[src/rtl/regfile_wb_pkg.sv]
// Shared constants and types for the register-file writeback arbiter.
package regfile_wb_pkg;

  localparam int ADDR_W = 7;
  localparam int DATA_W = 128;
  localparam int CNT_W  = 16;

  typedef enum logic {
    IDLE = 1'b0,
    HOLD = 1'b1
  } state_t;

  typedef struct packed {
    logic              valid;
    logic [ADDR_W-1:0] addr;
    logic [DATA_W-1:0] data;
  } wb_req_t;

endpackage

[src/rtl/wb_hold_reg.sv]
// One-entry holding register for an odd-pipe write deferred by a collision.
module wb_hold_reg #(
  parameter int ADDR_W = regfile_wb_pkg::ADDR_W,
  parameter int DATA_W = regfile_wb_pkg::DATA_W
) (
  input  logic              clk,
  input  logic              rst_n,
  input  logic              load,
  input  logic              clear,
  input  logic [ADDR_W-1:0] load_addr,
  input  logic [DATA_W-1:0] load_data,
  output logic [ADDR_W-1:0] held_addr,
  output logic [DATA_W-1:0] held_data
);

  always_ff @(posedge clk or negedge rst_n) begin
    if (!rst_n) begin
      held_addr <= '0;
      held_data <= '0;
    end else if (load) begin
      held_addr <= load_addr;
      held_data <= load_data;
    end else if (clear) begin
      held_addr <= '0;
      held_data <= '0;
    end
  end

endmodule

[src/rtl/regfile_wb_arbiter.sv]
// Arbitrates even/odd pipe writebacks onto two register-file write ports,
// deferring the younger odd write by one cycle on a same-address collision.
module regfile_wb_arbiter #(
  parameter int ADDR_W = regfile_wb_pkg::ADDR_W,
  parameter int DATA_W = regfile_wb_pkg::DATA_W,
  parameter int CNT_W  = regfile_wb_pkg::CNT_W
) (
  input  logic              clk,
  input  logic              rst_n,
  input  logic              ep_valid,
  input  logic [ADDR_W-1:0] ep_addr,
  input  logic [DATA_W-1:0] ep_data,
  input  logic              op_valid,
  input  logic [ADDR_W-1:0] op_addr,
  input  logic [DATA_W-1:0] op_data,
  output logic              op_ready,
  output logic              wrt_en_ep,
  output logic [ADDR_W-1:0] rt_ep_address,
  output logic [DATA_W-1:0] wrt_data_ep,
  output logic              wrt_en_op,
  output logic [ADDR_W-1:0] rt_op_address,
  output logic [DATA_W-1:0] wrt_data_op,
  output logic              pend_valid,
  output logic [ADDR_W-1:0] pend_addr,
  output logic [CNT_W-1:0]  conflict_cnt,
  output logic [CNT_W-1:0]  drop_cnt
);
  import regfile_wb_pkg::*;

  state_t            state;
  logic              collide;
  logic              supersede;
  logic [ADDR_W-1:0] held_addr;
  logic [DATA_W-1:0] held_data;

  assign collide   = (state == IDLE) && ep_valid && op_valid && (ep_addr == op_addr);
  assign supersede = (state == HOLD) && ep_valid && (ep_addr == held_addr);

  wb_hold_reg #(
    .ADDR_W (ADDR_W),
    .DATA_W (DATA_W)
  ) u_hold (
    .clk       (clk),
    .rst_n     (rst_n),
    .load      (collide),
    .clear     (state == HOLD),
    .load_addr (op_addr),
    .load_data (op_data),
    .held_addr (held_addr),
    .held_data (held_data)
  );

  assign op_ready   = (state == IDLE);
  assign pend_valid = (state == HOLD);
  assign pend_addr  = held_addr;  // hold register is cleared whenever not in HOLD

  assign wrt_en_ep     = rst_n && ep_valid;
  assign rt_ep_address = ep_addr;
  assign wrt_data_ep   = ep_data;

  always_comb begin
    wrt_en_op     = 1'b0;
    rt_op_address = op_addr;
    wrt_data_op   = op_data;
    if (state == HOLD) begin
      rt_op_address = held_addr;
      wrt_data_op   = held_data;
      wrt_en_op     = rst_n && !supersede;
    end else begin
      wrt_en_op = rst_n && op_valid && !collide;
    end
  end

  always_ff @(posedge clk or negedge rst_n) begin
    if (!rst_n) begin
      state        <= IDLE;
      conflict_cnt <= '0;
      drop_cnt     <= '0;
    end else begin
      case (state)
        IDLE: begin
          if (collide) begin
            state <= HOLD;
            if (conflict_cnt != '1) conflict_cnt <= conflict_cnt + 1'b1;
          end
        end
        HOLD: begin
          state <= IDLE;
          if (supersede && (drop_cnt != '1)) drop_cnt <= drop_cnt + 1'b1;
        end
        default: state <= IDLE;
      endcase
    end
  end

endmodule

[config.mk]
export PLATFORM = sky130hd
export DESIGN_NAME = regfile_wb_arbiter
export DESIGN_NICKNAME = d
export VERILOG_FILES = /design/src/rtl/regfile_wb_pkg.sv /design/src/rtl/wb_hold_reg.sv /design/src/rtl/regfile_wb_arbiter.sv
export SDC_FILE = /design/constraint.sdc
export NUM_CORES = 1
export LEC_CHECK = 0
export CAP_MARGIN = 40
export CORE_AREA = 2 2 230 232
export DETAILED_ROUTE_END_ITERATION = 16
export DIE_AREA = 0 0 232 234
export GPL_TIMING_DRIVEN = 0
export PLACE_DENSITY_LB_ADDON = 0.2
export SLEW_MARGIN = 20
export SYNTH_ARGS = -nofsm -noshare
export SYNTH_HDL_FRONTEND = slang
export SYNTH_SLANG_ARGS = --single-unit
[constraint.sdc]
create_clock -name clk -period 2 [get_ports clk]
set_input_delay 0.4 -clock clk [delete_from_list [all_inputs] [get_ports clk]]
set_output_delay 0.4 -clock clk [all_outputs]
set_load 0.02 [all_outputs]
# --- After elaboration in Yosys (flattened, before gate mapping) ---
# Index checks and enable logic that the tools add are counted.
word_totals:
  regBits: 168
  output_inout_bits: 313
  wordCells: 36
classes:
  n_addsub: 2
  eq_ne: 4
  mux: 9
  n_bitwise: 1
  reduce_logical: 15
op_table:
  columns: ["operator", "count"]
  rows:
  - ["128-bit two-way mux", 3]
  - ["16-bit by 1-bit adder with 16-bit output, second input constant", 2]
  - ["16-bit inequality test, second input constant", 2]
  - ["7-bit two-way mux", 3]
  - ["7-bit == test", 2]
  - ["1-bit logical AND", 10]
  - ["3-bit AND reduction", 1]
  - ["1-bit zero test", 2]
  - ["1-bit two-way mux", 2]
  - ["1-bit one-hot mux with 2 select lines", 1]
  - ["2-bit AND reduction", 1]
  - ["2-bit nonzero test", 1]
  - ["1-bit NOT", 1]

# --- Logic depth before layout (Yosys ltp) ---
logic_depth:
  word_depth: 7
  depth_mapped: 8
  mapped_depth_nobuf: 6

# --- Modules after synthesis ---
# A second synthesis with hierarchy kept.
unflattened:
  cells_unflattened: 758
  hier_area_um2: 9102.5
modules_own_cells:
  columns: ["mod", "n_inst", "cells_each", "area_per_inst_um2"]
  rows:
  - ["wb_hold_reg", 1, 300, 4755.8]
  - ["regfile_wb_arbiter", 1, 458, 4346.7]

# --- Worst setup path after synthesis ---
# Ideal clock, no wire load.
synth_path:
  path_kind: "register -> output"
  startpoint: "register u_hold.held_addr[0]"
  endpoint: "output port wrt_en_op"
  arrival_time_ns: 1.892
  required_time_ns: 1.600
  setup_slack_ns: -0.292
  path_stages_with_launch: 6
  path_buffers: 0
  path_cell_list: "dfrtp_1 xor2_1 or4_1 or4_4 nand2_1 a21boi_0"
synth_via:
  elab_chain_cells: 5
synth_rtl:
  columns: ["element", "line", "rtl"]
  rows:
  - ["start, declared", "wb_hold_reg.sv:12", "output logic [ADDR_W-1:0] held_addr,"]
  - ["start signal, assigned", "wb_hold_reg.sv:21", "held_addr <= load_addr;"]
  - ["7-bit == test", "regfile_wb_arbiter.sv:37", "assign supersede = (state == HOLD) && ep_valid && (ep_addr == held_addr);"]
  - ["1-bit logical AND", "regfile_wb_arbiter.sv:37", null]
  - ["1-bit zero test", "regfile_wb_arbiter.sv:68", "wrt_en_op = rst_n && !supersede;"]
  - ["1-bit logical AND", "regfile_wb_arbiter.sv:68", null]
  - ["1-bit two-way mux", "regfile_wb_arbiter.sv:65", "if (state == HOLD) begin"]
  - ["end, declared", "regfile_wb_arbiter.sv:20", "output logic wrt_en_op,"]
# Every way passes these cells.

# --- Worst setup path after layout ---
layout_path:
  startpoint: "register u_hold.held_addr[1]"
  endpoint: "output port wrt_en_op"
# Same word-level chain as after synthesis.

==> run summary <==
Tot Pwr - 9.753 mW
crit path launch type - flop
DR vias - 9280
core footprint - 52020 µm²
Die Y - 234 µm
post-synthesis register bit count - 168
worst setup path endpoint - wrt_en_op
TritonCTS buffer count - 17
Worst-Skew Late Latency - 0.48 ns
largest net degree at the start of global routing - 77
Worst Hold Class - input port to flop
routed wire length - 41200 µm
Synth top area share - 43.59%
Crit path buffers/inverters - 1
TritonCTS clock tree - done
die width - 232 µm
clock tree buffer depth - 2
GPL Wtd Cong - 0.7504
Async SR Flop Fraction - 100.0%
outcome - finished with violations
Port Buf Inserts - 458
I/O pin cnt - 587
Tmin final - 2.719 ns
prevailing post-synth register cell - dfrtp_1
DRC - 0
area grow syn2layout - 89.09%
clock tree sinks - 168
Wirelength per Cell - 17.80 µm
Worst R2R Path Depth - 11
vias in the first global route - 9341
largest fanout on the critical path - 2
crit share post-route - 136.0%
max-cap violations - 0
first-pass GRT wire length - 57620 µm
Slowest-stage cell, CP - or4_1
synth unique cells - 33
Reg-to-Reg End - drop_cnt[14]
Iteration-0 DRC Markers - 342
CP startpoint - u_hold.held_addr[1]
Crit path arrival time - 2.32 ns
synthesized area per cell - 9.248 µm²
critical path cell sequence - xor2_2 -> or4_1 -> or4_4 -> nand2_4 -> a21boi_4 -> buf_6
hpwl dp - 29070 µm
max_slew headroom - 65.06%
Worst path depth - 6
layout cell share with drive strength beyond 1 - 39.83%
Fin Setup TNS - -53.19 ns
Layout Skew - 0.009320 ns
first-pass iteration count of the detailed router - 6
total congestion overflow - 0
Antenna Nets Post-Route - 0
Area contributors post-synth - dfrtp_1 (44%), mux2_2 (16%), nand2_1 (11%), buf_4 (11%), nand3_1 (7.5%)
DR vias/cell - 4.009
Power Dens Cells - 534.8 nW/µm²
Peak supply drop - 0.5738 mV
Mapped Area - 9646 µm²
final hold vios - 0
Clock transition at path regs - 0.07 ns
worst slew pin tran - 0.5242 ns
RSZ-0062 raised after global routing - yes
crit path capture type - primary output
Peak Freq - 367.7 MHz
die area - 54290 µm²
CP peak stage delay - 0.52 ns
Net Count, Synth - 1319
Hold WS - 0.1923 ns
Reg2Reg Setup Slack - -0.67 ns
initial core utilization - 18.54%
routed wire length on met3 - 2367 µm
Cells after Synth - 1043
dpl ws - -1.875 ns
Core Rows - 84
Leak - 9.061 nW
Met1 Routed Length - 17890 µm
sequential element share of the synthesized area - 43.59%
Final WS setup - -0.7194 ns
Setup violations, final - 153
Slew Limit Fails - 0
initial antenna violation count - 0
synth cell count leaders - nand2_1 (284), dfrtp_1 (168), nand3_1 (145)
most common cell in the netlist - nand2_1
top sig layer - met4
Layout Nets - 1890
met2 WL - 20410 µm
CP Class - flop to primary output
Root Buffer - clkbuf_16
Top Family by Delay on Critical Path - simple AND/OR/NAND/NOR gates
diodes inserted - 0
Syn. warnings - 0
failing checks - negative setup slack
htree depth - 4
Critical R2R Launch - u_hold.held_addr[1]
WP data required - 1.60 ns
Yosys top cell by area - dfrtp_1
EDFF count, synth - 0
all-layer global routing usage - 14.20%
[metrics by stage]
stage          instance area [µm²]  cells  utilization [%]
2_1_floorplan                 9726   1043                -
3_3_place_gp                 15170   2189            29.16
3_5_place_dp                 15290   2196            29.39
4_1_cts                      17310   2292            33.28
5_1_grt                      18240   2315            35.06
6_report                     18240   2315            35.06
[registers in the layout, indices dropped and copies added, names as in the netlist]
name and flops:
u_hold.held_data 128, conflict_cnt 16, drop_cnt 16, u_hold.held_addr 7
pend_valid 1
[power by group]
group | leakage (nW) | switching (mW) | internal (mW)
registers | 2.30 | 0.129 | 3.62
logic | 6.46 | 0.990 | 1.28
clock network | 0.301 | 1.60 | 2.13
total | 9.06 | 2.72 | 7.03
[how the worst min path moves through the flow]
stage                         startpoint                     to  slack (ns)  depth (start not counted)
CTS                           op_addr[0]    u_hold.held_addr[0]        0.27                          3
global route                  op_addr[6]    u_hold.held_addr[6]        0.18                          3
finish                        op_addr[4]    u_hold.held_addr[4]        0.19                          3
floorplan                          rst_n        conflict_cnt[0]        0.10                          0
global placement    u_hold.held_data[15]   u_hold.held_data[15]        0.48                          2
detailed placement                 rst_n  u_hold.held_data[100]        0.26                          1
[tightest hold or removal path, stage by stage]
cell	delay, ns
clkbuf_2	0.13
nand2_1	0.07
nand2_1	0.05
[cell type report]
cell class / count / area, µm²
inverters: 5 / 26.28
flip-flops and latches: 168 / 4217
clock inverters: 13 / 191.4
repair buffers: 561 / 6091
well taps: 688 / 860.8
clock buffers: 19 / 442.9
plain buffers: 190 / 1749
fillers: 5241 / 33790
multi-input cells: 671 / 4661
[cells by family (layout without fill, tap and decap cells)]
| group | Yosys count | in the layout | share of synthesized area [%] |
|---|---|---|---|
| and+or+nand+nor | 487 | 487 | 22.75 |
| adders and majority gates | 2 | 2 | 0.2594 |
| xor gates and xnor gates | 42 | 42 | 3.814 |
| AOI/OAI and AO/OA | 1 | 1 | 0.07786 |
| DFF | 168 | 168 | 43.59 |
| muxes | 139 | 139 | 16.23 |
| buffers and inverters | 204 | 788 | 13.28 |
[what timing repair did]
item                                   in CTS  in global routing
resized for setup                         997                255
cloned                                      8                  9
setup endpoints to repair                 341                305
pin swaps                                  15                 16
buffers inserted                           55                 27
endpoints found under the hold margin      21                 58
hold buffers                                3                  2
[cells in the final DEF (no fill, tap or decap), types with 5 or more instances in the layout]
| master | count |
|---|---|
| nor3_1 | 7 |
| xnor2_1 | 8 |
| nor3_4 | 7 |
| nand2_1 | 283 |
| clkdlybuf4s50_1 | 268 |
| mux2_4 | 51 |
| buf_8 | 24 |
| dlymetal6s2s_1 | 12 |
| buf_6 | 169 |
| nor4_4 | 6 |
| dfrtp_1 | 158 |
| mux2_2 | 88 |
| buf_2 | 5 |
| clkbuf_2 | 16 |
| clkbuf_16 | 37 |
| xor2_2 | 7 |
| clkbuf_8 | 7 |
| dfrtp_2 | 10 |
| buf_12 | 16 |
| nand3_1 | 141 |
| clkbuf_1 | 6 |
| xor2_1 | 26 |
| dlygate4sd2_1 | 33 |
| nand4_1 | 9 |
| buf_4 | 164 |
| buf_1 | 5 |
[per-layer routing]
metal	up-vias	GRT usage (%)
li1	4481	-
met1	4497	17.95
met2	276	23.50
met3	26	4.073
met4	0	4.087
met5	-	0
Note: power is estimated with default switching activity, not from simulation.
